## config.mk

```make
export PLATFORM = sky130hd
export DESIGN_NAME = riscv_multicycle_control
export DESIGN_NICKNAME = d
export VERILOG_FILES = /design/src/rtl/riscv_multicycle_control.sv
export SDC_FILE = /design/constraint.sdc
export NUM_CORES = 1
export LEC_CHECK = 0
export BUFFER_PORTS_ARGS = -buffer_cell sky130_fd_sc_hd__buf_2
export CORE_UTILIZATION = 41
export DETAILED_ROUTE_END_ITERATION = 10
export PLACE_DENSITY = 0.85
export SETUP_SLACK_MARGIN = 0.02
export SYNTH_ARGS = -nofsm -noshare
export SYNTH_HDL_FRONTEND = slang
export SYNTH_SLANG_ARGS = --single-unit
export TNS_END_PERCENT = 30
```

## constraint.sdc

```tcl
create_clock -name clk -period 1.7 [get_ports clk]
set_clock_uncertainty 0.15 [all_clocks]
set_input_delay 0.085 -clock clk [delete_from_list [all_inputs] [get_ports clk]]
set_output_delay 0.085 -clock clk [all_outputs]
set_load 0.01 [all_outputs]
```

## src/rtl/riscv_multicycle_control.sv

```systemverilog
// Control FSM for the multicycle RV32I datapath. Define RISCV_ILLEGAL_TRAP_EN to trap
// unrecognised opcodes in a sticky TRAP state; otherwise they execute as a NOP.
module riscv_multicycle_control #(
  parameter int STATE_W  = 4,
  parameter int ALUCTL_W = 4
) (
  input  logic                clk,
  input  logic                reset,
  input  logic [6:0]          opcode,
  input  logic [2:0]          funct3,
  input  logic                funct7b5,
  input  logic                zero,
  output logic                pc_write,
  output logic                adr_src,
  output logic                mem_write,
  output logic                ir_write,
  output logic                reg_write,
  output logic [1:0]          alu_src_a,
  output logic [1:0]          alu_src_b,
  output logic [1:0]          result_src,
  output logic [2:0]          imm_src,
  output logic [ALUCTL_W-1:0] alu_control,
  output logic [STATE_W-1:0]  state,
  output logic                illegal_instr
);

  typedef enum logic [STATE_W-1:0] {
    FETCH    = STATE_W'(0),
    DECODE   = STATE_W'(1),
    MEMADR   = STATE_W'(2),
    MEMREAD  = STATE_W'(3),
    MEMWB    = STATE_W'(4),
    MEMWRITE = STATE_W'(5),
    EXECUTER = STATE_W'(6),
    EXECUTEI = STATE_W'(7),
    ALUWB    = STATE_W'(8),
    JAL      = STATE_W'(9),
    BRANCH   = STATE_W'(10)
`ifdef RISCV_ILLEGAL_TRAP_EN
    , TRAP   = STATE_W'(11)
`endif
  } state_e;

  localparam logic [6:0] OP_LOAD   = 7'b0000011;
  localparam logic [6:0] OP_STORE  = 7'b0100011;
  localparam logic [6:0] OP_RTYPE  = 7'b0110011;
  localparam logic [6:0] OP_ITYPE  = 7'b0010011;
  localparam logic [6:0] OP_JAL    = 7'b1101111;
  localparam logic [6:0] OP_BRANCH = 7'b1100011;

  localparam logic [2:0] IMM_I = 3'b000;
  localparam logic [2:0] IMM_S = 3'b001;
  localparam logic [2:0] IMM_B = 3'b010;

  localparam logic [ALUCTL_W-1:0] ALU_ADD  = ALUCTL_W'(4'b0000);
  localparam logic [ALUCTL_W-1:0] ALU_SUB  = ALUCTL_W'(4'b0001);
  localparam logic [ALUCTL_W-1:0] ALU_AND  = ALUCTL_W'(4'b0010);
  localparam logic [ALUCTL_W-1:0] ALU_OR   = ALUCTL_W'(4'b0011);
  localparam logic [ALUCTL_W-1:0] ALU_XOR  = ALUCTL_W'(4'b0100);
  localparam logic [ALUCTL_W-1:0] ALU_SLL  = ALUCTL_W'(4'b0101);
  localparam logic [ALUCTL_W-1:0] ALU_SRL  = ALUCTL_W'(4'b0110);
  localparam logic [ALUCTL_W-1:0] ALU_SRA  = ALUCTL_W'(4'b0111);
  localparam logic [ALUCTL_W-1:0] ALU_SLT  = ALUCTL_W'(4'b1000);
  localparam logic [ALUCTL_W-1:0] ALU_SLTU = ALUCTL_W'(4'b1001);

  state_e cur_state, nxt_state;

  // funct7b5 selects SUB only for register ops; ADDI has immediate bits there.
  function automatic logic [ALUCTL_W-1:0] alu_op(input logic [2:0] f3, input logic f7b5,
                                                 input logic is_reg);
    case (f3)
      3'b000:  alu_op = (is_reg && f7b5) ? ALU_SUB : ALU_ADD;
      3'b001:  alu_op = ALU_SLL;
      3'b010:  alu_op = ALU_SLT;
      3'b011:  alu_op = ALU_SLTU;
      3'b100:  alu_op = ALU_XOR;
      3'b101:  alu_op = f7b5 ? ALU_SRA : ALU_SRL;
      3'b110:  alu_op = ALU_OR;
      default: alu_op = ALU_AND;
    endcase
  endfunction

  // NOTE: state registers use non-blocking assignments so every flop samples pre-edge values.
  always_ff @(posedge clk or posedge reset) begin
    if (reset) cur_state <= FETCH;
    else       cur_state <= nxt_state;
  end

  always_comb begin
    // NOTE: a default at the top of every combinational block keeps it latch-free.
    nxt_state = FETCH;
    case (cur_state)
      FETCH:  nxt_state = DECODE;
      DECODE: begin
        case (opcode)
          OP_LOAD, OP_STORE: nxt_state = MEMADR;
          OP_RTYPE:          nxt_state = EXECUTER;
          OP_ITYPE:          nxt_state = EXECUTEI;
          OP_JAL:            nxt_state = JAL;
          OP_BRANCH:         nxt_state = BRANCH;
`ifdef RISCV_ILLEGAL_TRAP_EN
          default:           nxt_state = TRAP;
`else
          default:           nxt_state = FETCH;
`endif
        endcase
      end
      MEMADR:   nxt_state = (opcode == OP_STORE) ? MEMWRITE : MEMREAD;
      MEMREAD:  nxt_state = MEMWB;
      EXECUTER: nxt_state = ALUWB;
      EXECUTEI: nxt_state = ALUWB;
      JAL:      nxt_state = ALUWB;
`ifdef RISCV_ILLEGAL_TRAP_EN
      TRAP:     nxt_state = TRAP;
`endif
      default:  nxt_state = FETCH;
    endcase
  end

  always_comb begin
    pc_write      = 1'b0;
    adr_src       = 1'b0;
    mem_write     = 1'b0;
    ir_write      = 1'b0;
    reg_write     = 1'b0;
    alu_src_a     = 2'd0;
    alu_src_b     = 2'd0;
    result_src    = 2'd0;
    imm_src       = IMM_I;
    alu_control   = ALU_ADD;
    illegal_instr = 1'b0;
    case (cur_state)
      FETCH: begin
        ir_write   = 1'b1;
        pc_write   = 1'b1;
        alu_src_b  = 2'd2;
        result_src = 2'd2;
      end
      DECODE: begin
        alu_src_a = 2'd1;
        alu_src_b = 2'd1;
        imm_src   = IMM_B;
      end
      MEMADR: begin
        alu_src_a = 2'd2;
        alu_src_b = 2'd1;
        imm_src   = (opcode == OP_STORE) ? IMM_S : IMM_I;
      end
      MEMREAD:  adr_src = 1'b1;
      MEMWB: begin
        result_src = 2'd1;
        reg_write  = 1'b1;
      end
      MEMWRITE: begin
        adr_src   = 1'b1;
        mem_write = 1'b1;
      end
      EXECUTER: begin
        alu_src_a   = 2'd2;
        alu_control = alu_op(funct3, funct7b5, 1'b1);
      end
      EXECUTEI: begin
        alu_src_a   = 2'd2;
        alu_src_b   = 2'd1;
        alu_control = alu_op(funct3, funct7b5, 1'b0);
      end
      ALUWB:    reg_write = 1'b1;
      JAL: begin
        alu_src_a = 2'd1;
        alu_src_b = 2'd2;
        pc_write  = 1'b1;
      end
      BRANCH: begin
        alu_src_a   = 2'd2;
        alu_control = ALU_SUB;
        // Mealy term: the ALU compares rs1/rs2 this cycle, so zero is live.
        case (funct3)
          3'b000:  pc_write = zero;
          3'b001:  pc_write = ~zero;
          default: pc_write = 1'b0;
        endcase
      end
`ifdef RISCV_ILLEGAL_TRAP_EN
      TRAP:     illegal_instr = 1'b1;
`endif
      default: ;
    endcase
    // The async clear already shows FETCH; block its enables until reset releases.
    if (reset) begin
      pc_write  = 1'b0;
      mem_write = 1'b0;
      ir_write  = 1'b0;
      reg_write = 1'b0;
    end
  end

  assign state = cur_state;

endmodule

```

==> impl_metrics.env, run 1 <==
export IMPL_die_h_um=39.7
export IMPL_fillers=97
export IMPL_outcome="finished clean"
export IMPL_ant_nets=0
export IMPL_place_area_um2=769
export IMPL_worstPathMaxFanout=6
export IMPL_worst_ep_required_time_ns=1.46
export IMPL_track_usage_pct=23.3
export IMPL_ys_ff_latch=4
export IMPL_cts_max_path_buffers=2
export IMPL_yosysWarnings=0
export IMPL_drive_above_1_share_pct=57.5
export IMPL_grt_max_degree=9
export IMPL_critPathLaunchType="register"
export IMPL_cts_sinks=4
export IMPL_path_cells="buf_4 -> nor4_4 -> and2_1 -> buf_2"
export IMPL_setup_ws_ns=0.00817
export IMPL_min_period_ns=1.69
export IMPL_area_growth_pct=62.2
export IMPL_comb_power_share_pct=67.9
export IMPL_synth_edf_count=0
export IMPL_swShare_pct=44.1
export IMPL_async_flop_share_pct=100
export IMPL_rows=13
export IMPL_period_share_pct=99.5
export IMPL_dp_slack_ns=0.136
export IMPL_path_buf_inv=2
export IMPL_dr_pass1_iters=4
export IMPL_io_pins=37
export IMPL_numCtsBuffers=3
export IMPL_htree_levels=1
export IMPL_initial_utilization_pct=44.3
export IMPL_holdWs_ns=0.0431
export IMPL_p_seq_share_pct=17.7
export IMPL_crit_path_top_delay_cell="dfrtp_2"
export IMPL_pwr_share_clk_pct=14.4
export IMPL_drt_iter0_markers=18
export IMPL_coreArea_mm2=0.00132
export IMPL_end_kind="primary output"
export IMPL_finalSetupTns_ns=0
export IMPL_path_clk_slew_ns=0.05
export IMPL_dp_cells=122
export IMPL_internal_power_mw=0.483
export IMPL_syn_area_um2=583
export IMPL_avgSynthCellArea_um2=7.99
export IMPL_hold_viol=0
export IMPL_switching_power_mw=0.381
export IMPL_io_buffers=34
export IMPL_diodes=0
export IMPL_arrival_ns=1.46
export IMPL_largest_reg_flops=4
export IMPL_ys_seq_area_share_pct=17.2
export IMPL_synthCells=73
export IMPL_nets=136
export IMPL_drt_total_wl_um=1820
export IMPL_place_congestion=0.732
export IMPL_drc=0
export IMPL_rsz0062_at_grt="yes"
export IMPL_slowest_delay_ns=0.43
export IMPL_utilization_pct=71.8
export IMPL_wl_met3_um=117
export IMPL_routed_via_count=765
export IMPL_grt_pass1_vias=568
export IMPL_wl_met2_um=1020
export IMPL_antenna_found_initial=0
export IMPL_setup_viol=0
export IMPL_crit_family="simple AND/OR/NAND/NOR gates"
export IMPL_grt_pass1_wl_um=2360
export IMPL_synth_ff_type="dfrtp_1"
export IMPL_dp_hpwl_um=1180
export IMPL_highest_layer="met4"
export IMPL_drv_cap=0
export IMPL_vias_per_cell=5.67
export IMPL_grt_overflow=0
export IMPL_p_leak_nw=0.460
export IMPL_hp_class="in2reg"
export IMPL_wl_met1_um=660
export IMPL_post_drt_wl_per_cell_um=13.5
export IMPL_irDropWorstVdd_v=0.000717
export IMPL_clock_fmax_ghz=0.591
export IMPL_clock_root_buffer="clkbuf_4"
export IMPL_die_area_mm2=0.00158
export IMPL_synth_cell_types=37
export IMPL_finalNonFillerCells=135
export IMPL_slew_viol_final=0
export IMPL_final_area_um2=946
export IMPL_die_width_um=39.7
export IMPL_p_total_mw=0.864
export IMPL_power_density_mw_per_mm2=914
export IMPL_path_class="reg2out"
export IMPL_clk_latency_ns=0.25
export IMPL_cts_tree="built"
==> worst paths after layout <==
path / slack (ns) / cells after the start / startpoint / end
min reg2reg: 0.50 / 2 / state[2]$_DFF_PP0_ / state[2]$_DFF_PP0_
max: 0.008 / 4 / state[1]$_DFF_PP0_ / ir_write
min: 0.04 / 3 / opcode[4] / state[0]$_DFF_PP0_
max reg2reg: 0.24 / 6 / state[1]$_DFF_PP0_ / state[0]$_DFF_PP0_
max in group asynchronous: 1.02 / 3 / reset / state[2]$_DFF_PP0_
min in group asynchronous: 0.17 / 3 / reset / state[1]$_DFF_PP0_
==> layout by cell type, fill, tap and decap left out, drive strengths merged <==
master        n
o21ai         2
a31oi         2
nand2b        3
xnor2         4
o22a          1
nor4b         1
nand3         2
a21o          1
a221o         1
o31ai         1
clkbuf        3
nor3          7
nand2         3
nor2b         1
nor3b         2
a311oi        1
and2          1
a21oi         5
conb          2
nand3b        2
nor2          8
nand4bb       1
nor4          3
dfrtp         4
and3          1
and4bb        1
dlygate4sd3   1
inv           3
nand4b        2
buf          48
a21boi        1
xor2          2
==> area by class of cell <==
type,instances,area [um2],share of cell area (%)
multi-input cells,61,488,51.6
repair buffers,49,300,31.7
flip-flops and latches,4,105,11.1
clock buffers,3,22.5,2.38
well taps,15,18.8,1.98
inverters,3,11.3,1.19
==> tightest hold or removal path, delay by kind of cell <==
kind | cells | cell delay, ns
buf+inv | 1 | 0.12
compound gates | 1 | 0.13
simple gates | 1 | 0.05
==> repair_timing <==
action | CTS | global route
buffers inserted | 7 | 2
gates resized for setup | 9 | 9
endpoints found under the hold margin | 4 | 0
pin swaps | 2 | 6
hold buffers | 1 | 0
setup endpoints to repair | 7 | 6
==> cell families after synthesis <==
kind of cell,share of synthesized area [%]
other,0.643
and+or+nand+nor,45.9
buffers and inverters,9.44
xor gates and xnor gates,9.01
DFF,17.2
AOI/OAI and AO/OA,17.8
==> metal layers <==
layer | track usage, % | up-vias
met2 | 45.9 | 40
li1 | - | 367
met5 | 0 | -
met3 | 3.41 | 6
met4 | 12.9 | 0
met1 | 22.0 | 352
==> synthesized netlist by cell type (2+ instances only) <==
cell	instances	area [um2]
nor2_1	7	26.3
nor3_1	7	35.0
a21oi_1	5	25.0
dfrtp_1	4	100
xnor2_1	4	35.0
buf_4	3	22.5
nand2_1	3	11.3
a31oi_1	2	12.5
buf_2	2	10.0
inv_1	2	7.51
nand2b_1	2	12.5
nand3_1	2	10.0
nand3b_1	2	15.0
nand4b_1	2	17.5
nor3b_1	2	15.0
nor4_2	2	25.0
xor2_1	2	17.5
==> power by group through the flow <==
stage	combinational, mW	clock, mW	sequential, mW
floorplan	0.267	0	0.145
global placement	0.422	0	0.149
detailed placement	0.428	0	0.150
CTS	0.498	0.127	0.150
global route	0.638	0.135	0.153
finish	0.587	0.124	0.153
Note: power is estimated with default switching activity, not from simulation.
==> run 2: changes to the inputs <==
- CORE_UTILIZATION: 41 -> 44
- PLACE_DENSITY: 0.85 -> 0.89
- clock period: 1.7 -> 2 ns (I/O delays scaled with it)
==> impl_metrics.env, run 2 (same netlist as run 1, synthesis figures left out) <==
export IMPL_outcome="finished clean"
export IMPL_dp_hpwl_um=1140
export IMPL_largest_reg_flops=4
export IMPL_rr_startpoint="state[0]$_DFF_PP0_"
export IMPL_irDropWorstVdd_v=0.000517
export IMPL_place_congestion=0.782
export IMPL_worstPathMaxFanout=9
export IMPL_grt_pass1_vias=521
export IMPL_power_density_mw_per_mm2=743
export IMPL_die_h_um=38.4
export IMPL_finalSetupTns_ns=0
export IMPL_initial_utilization_pct=49.8
export IMPL_die_width_um=38.4
export IMPL_diodes=0
export IMPL_slew_viol_final=0
export IMPL_final_common_cell="buf_2"
export IMPL_whs_endpoint="state[0]$_DFF_PP0_"
export IMPL_cts_tree="built"
export IMPL_dp_cells=118
export IMPL_holdPathStages=3
export IMPL_pwr_share_clk_pct=18.2
export IMPL_worstReg2RegEnd="state[1]$_DFF_PP0_"
export IMPL_grt_pass1_wl_um=2350
export IMPL_grt_max_degree=18
export IMPL_switching_power_mw=0.266
export IMPL_drc=0
export IMPL_nets=124
export IMPL_clock_root_buffer="clkbuf_4"
export IMPL_clk_latency_ns=0.24
export IMPL_antenna_found_initial=0
export IMPL_ff2ff_path_depth=3
export IMPL_rows=12
export IMPL_post_drt_wl_per_cell_um=12.3
export IMPL_arrival_ns=1.55
export IMPL_io_pins=37
export IMPL_numCtsBuffers=3
export IMPL_coreArea_mm2=0.00117
export IMPL_setup_viol=0
export IMPL_die_area_mm2=0.00147
export IMPL_reg2reg_slack_ns=0.57
export IMPL_drv_cap=0
export IMPL_internal_power_mw=0.315
export IMPL_htree_levels=1
export IMPL_hold_viol=0
export IMPL_p_seq_share_pct=26.6
export IMPL_clock_fmax_ghz=0.555
export IMPL_vias_per_cell=5.54
export IMPL_drt_total_wl_um=1500
export IMPL_finalNonFillerCells=122
export IMPL_path_clk_slew_ns=0.04
export IMPL_track_usage_pct=22.7
export IMPL_period_share_pct=90.1
export IMPL_grt_overflow=0
export IMPL_swShare_pct=45.8
export IMPL_cts_sinks=4
export IMPL_critPathLaunchType="register"
export IMPL_cts_setup_buffers=0
export IMPL_area_growth_pct=33.9
export IMPL_worst_ep_required_time_ns=1.75
export IMPL_final_cell_mix="34 x buf_2, 7 x nor2_1, 7 x nor3_1"
export IMPL_comb_power_share_pct=55.3
export IMPL_fillers=109
export IMPL_hp_class="in2reg"
export IMPL_path_class="reg2out"
export IMPL_dr_pass1_iters=4
export IMPL_cts_max_path_buffers=2
export IMPL_drt_iter0_markers=18
export IMPL_hp_start="opcode[4]"
export IMPL_routed_via_count=676
export IMPL_end_kind="primary output"
export IMPL_p_leak_nw=0.381
export IMPL_utilization_pct=66.7
export IMPL_rsz0062_at_grt="no"
export IMPL_ant_nets=0
export IMPL_min_period_ns=1.80
export IMPL_io_buffers=34
export IMPL_drive_above_1_share_pct=45.4
run 2: power by group through the flow:
stage	sequential, mW	combinational [mW]	clock, mW
after CTS	0.151	0.322	0.107
after detailed placement	0.152	0.320	0
after floorplan	0.123	0.227	0
final	0.154	0.321	0.105
after global routing	0.161	0.354	0.119
after global placement	0.148	0.311	0
run 2: what timing repair did:
action	CTS	global route
endpoints found under the hold margin	4	0
hold buffers	1	0
setup endpoints to repair	0	2
resized for setup	0	2
run 2: worst max-delay path, stage by stage, from the launching register on:
cell,delay (ns)
dfrtp_1,0.52
buf_4,0.25
and4bb_1,0.25
a21oi_1,0.12
nor2_1,0.04
buf_2,0.13
run 2: cell type report:
class,count,area (um2),share of cell area (%)
inverters,3,11.3,1.44
repair buffers,37,195,25.0
multi-input cells,61,432,55.3
clock buffers,3,22.5,2.88
flip-flops and latches,4,103,13.1
well taps,14,17.5,2.24
run 2: worst max-delay path by stage:
| stage | from | to | slack [ns] | cells after the start |
|---|---|---|---|---|
| final | state[2]$_DFF_PP0_ | pc_write | 0.20 | 5 |
| after global placement | state[0]$_DFF_PP0_ | alu_control[0] | 0.40 | 5 |
| after detailed placement | state[0]$_DFF_PP0_ | alu_control[0] | 0.36 | 5 |
| after global routing | state[3]$_DFF_PP0_ | alu_control[0] | 0.04 | 5 |
| after floorplan | state[2]$_DFF_PP0_ | pc_write | 0.49 | 4 |
| after CTS | state[0]$_DFF_PP0_ | alu_control[0] | 0.10 | 5 |
run 2: through the flow:
stage	area, um2	hold WS [ns]	setup WS, ns	power (mW)
2_1_floorplan	587	-0.279	0.486	0.350
3_3_place_gp	746	-0.109	0.404	0.459
3_5_place_dp	746	-0.101	0.363	0.471
4_1_cts	778	0.0483	0.101	0.580
5_1_grt	781	0.0603	0.0402	0.633
6_report	781	0.0484	0.199	0.580
run 2: per-layer routing:
layer / part of all wire (%) / vias to the layer above / wire (um) / GRT usage [%]
met5: 0 / - / 0 / 0
met4: 0.67 / 0 / 10 / 5.17
met3: 6.1 / 2 / 91 / 6.98
met2: 48 / 28 / 725 / 40.7
met1: 45 / 312 / 669 / 26.1
li1: - / 334 / - / -
==> run 3: changes to the inputs <==
- ABC_AREA: unset -> 1
- CORE_UTILIZATION: 44 -> 43
==> impl_metrics.env, run 3 <==
export IMPL_outcome="finished clean"
export IMPL_vias_per_cell=5.09
export IMPL_final_cell_mix="34 x buf_2, 16 x nand2_1, 15 x nor2_1"
export IMPL_finalSetupTns_ns=0
export IMPL_ys_seq_area_share_pct=17.8
export IMPL_path_cells="inv_2 -> nand2_1 -> nor2_2 -> nor2_1 -> a21oi_1 -> buf_2"
export IMPL_coreArea_mm2=0.00116
export IMPL_drive_above_1_share_pct=40.5
export IMPL_track_usage_pct=24.0
export IMPL_post_drt_wl_per_cell_um=10.9
export IMPL_hold_viol=0
export IMPL_routed_via_count=738
export IMPL_final_area_um2=772
export IMPL_crit_family="simple AND/OR/NAND/NOR gates"
export IMPL_p_seq_share_pct=20.9
export IMPL_synthCells=94
export IMPL_end_kind="primary output"
export IMPL_cp_endpoint="pc_write"
export IMPL_area_growth_pct=37.1
export IMPL_dp_slack_ns=0.559
export IMPL_reg2reg_slack_ns=0.71
export IMPL_die_h_um=38.2
export IMPL_worst_ep_required_time_ns=1.75
export IMPL_ff2ff_path_depth=4
export IMPL_drt_total_wl_um=1590
export IMPL_io_pins=37
export IMPL_ys_ff_latch=4
export IMPL_drc=0
export IMPL_cts_max_path_buffers=2
export IMPL_crit_cells=6
export IMPL_initial_utilization_pct=48.7
export IMPL_p_leak_nw=0.448
export IMPL_grt_overflow=0
export IMPL_internal_power_mw=0.311
export IMPL_clock_fmax_ghz=0.589
export IMPL_grt_pass1_vias=616
export IMPL_pwr_share_clk_pct=15.9
export IMPL_drv_cap=0
export IMPL_synth_ff_type="dfrtp_1"
export IMPL_final_common_cell="buf_2"
export IMPL_cts_resized=0
export IMPL_avgSynthCellArea_um2=5.99
export IMPL_ant_nets=0
export IMPL_slew_viol_final=0
export IMPL_nets=147
export IMPL_die_width_um=38.2
export IMPL_cts_tree="built"
export IMPL_drt_iter0_markers=17
export IMPL_synth_cell_types=23
export IMPL_async_flop_share_pct=100
export IMPL_grt_pass1_wl_um=2420
export IMPL_setup_viol=0
export IMPL_rows=12
export IMPL_htree_levels=1
export IMPL_dr_pass1_iters=4
export IMPL_place_congestion=0.859
export IMPL_worstPathMaxFanout=4
export IMPL_cts_sinks=4
export IMPL_io_buffers=34
export IMPL_slowest_delay_ns=0.40
export IMPL_syn_area_um2=563
export IMPL_critPathLaunchType="register"
export IMPL_swShare_pct=49.3
export IMPL_diodes=0
export IMPL_rsz0062_at_grt="no"
export IMPL_largest_reg_flops=4
export IMPL_fillers=118
export IMPL_crit_path_top_delay_cell="dfrtp_1"
export IMPL_critPathLaunch="state[2]$_DFF_PP0_"
export IMPL_path_clk_slew_ns=0.04
export IMPL_arrival_ns=1.45
export IMPL_numCtsBuffers=3
export IMPL_min_period_ns=1.70
export IMPL_yosysWarnings=0
export IMPL_irDropWorstVdd_v=0.000622
export IMPL_antenna_found_initial=0
export IMPL_synth_edf_count=0
export IMPL_yosysMostFrequentCell="nand2_1"
export IMPL_grt_max_degree=8
export IMPL_setup_ws_ns=0.303
export IMPL_clk_latency_ns=0.23
export IMPL_place_area_um2=739
export IMPL_clock_root_buffer="clkbuf_4"
export IMPL_path_class="reg2out"
export IMPL_hp_class="in2reg"
export IMPL_synth_top_cells_by_area="dfrtp_1 18%, nand2_1 11%, nor2_1 10%"
export IMPL_ys_top_cells_by_count="16 x nand2_1, 15 x nor2_1, 13 x inv_1"
export IMPL_power_density_mw_per_mm2=795
export IMPL_switching_power_mw=0.302
export IMPL_path_buf_inv=2
export IMPL_synth_top_area_cell="dfrtp_1"
export IMPL_worstReg2RegEnd="state[0]$_DFF_PP0_"
export IMPL_dp_hpwl_um=1210
export IMPL_post_synth_top_area_fraction_pct=17.8
export IMPL_period_share_pct=84.8
export IMPL_die_area_mm2=0.00146
export IMPL_comb_power_share_pct=63.2
export IMPL_rr_startpoint="state[0]$_DFF_PP0_"
==> run 3: cell types whose count changed after synthesis, moves of 3 or more <==
cell     change
xnor2_1      -4
nor2_1       +8
inv_2        +3
nand4_1      +3
nor2_2       +3
o21ai_0      +3
nor3_1       -4
a21oi_1      -3
nand3_1      +9
inv_1       +11
nand2_1     +13
==> run 3: how the worst min path moves through the flow <==
stage                   start                  to  depth (start not counted)
floorplan               reset  state[0]$_DFF_PP0_                          1
global placement        reset  state[3]$_DFF_PP0_                          2
detailed placement      reset  state[1]$_DFF_PP0_                          2
CTS                 opcode[4]  state[1]$_DFF_PP0_                          5
global route        opcode[5]  state[0]$_DFF_PP0_                          4
finish              opcode[4]  state[1]$_DFF_PP0_                          5
==> run 3: area by class of cell <==
cell class	instances	area [um2]	share of cell area (%)
clock buffer	3	22.5	2.92
inverter	17	63.8	8.27
multi-input combinational	72	388	50.2
sequential	4	100	13.0
tap	14	17.5	2.27
timing repair buffer	35	180	23.3
==> run 3: kinds of logic after synthesis <==
logic type | after synthesis | share of synthesized area (%)
AOI/OAI and AO/OA | 10 | 10.9
DFF | 4 | 17.8
and+or+nand+nor | 60 | 56.7
other | 1 | 0.666
buffers and inverters | 19 | 14.0
==> run 3: power by group through the flow <==
stage          Sequential, mW  Combinational, mW  Clock (mW)
3_5_place_dp            0.127              0.386           0
4_1_cts                 0.127              0.390       0.102
5_1_grt                 0.130              0.423       0.103
6_report                0.128              0.387      0.0977
3_3_place_gp            0.124              0.380           0
2_1_floorplan           0.128              0.248           0
==> run 3: per-stage QoR <==
stage / cells / power [mW] / util [%] / hold slack (ns)
finish: 145 / 0.613 / 66.8 / 0.0641
global route: 145 / 0.656 / 66.8 / 0.0925
CTS: 145 / 0.619 / 66.8 / 0.0553
detailed placement: 141 / 0.514 / 64.0 / -0.128
global placement: 141 / 0.504 / 64.0 / -0.129
floorplan: 95 / 0.376 / - / -0.284
==> run 3: worst reg2reg max path: cells and delay by family, from the launching register on <==
family | cells | cell delay, ns
compound gates | 1 | 0.11
flops | 1 | 0.49
simple gates | 3 | 0.43
==> run 3: per-layer routing <==
layer | up-vias | share of wire (%) | global-route usage, %
li1 | 373 | - | -
met1 | 326 | 39 | 25.5
met2 | 35 | 52 | 42.8
met3 | 4 | 6.0 | 3.49
met4 | 0 | 2.8 | 16.1
met5 | - | 0 | 0
==> run 3: what timing repair did <==
item                                    4_1_cts  5_1_grt
hold endpoints to repair                      4        0
endpoints found under the setup margin        0        0
setup buffers                                 0        0
hold buffers                                  1        0
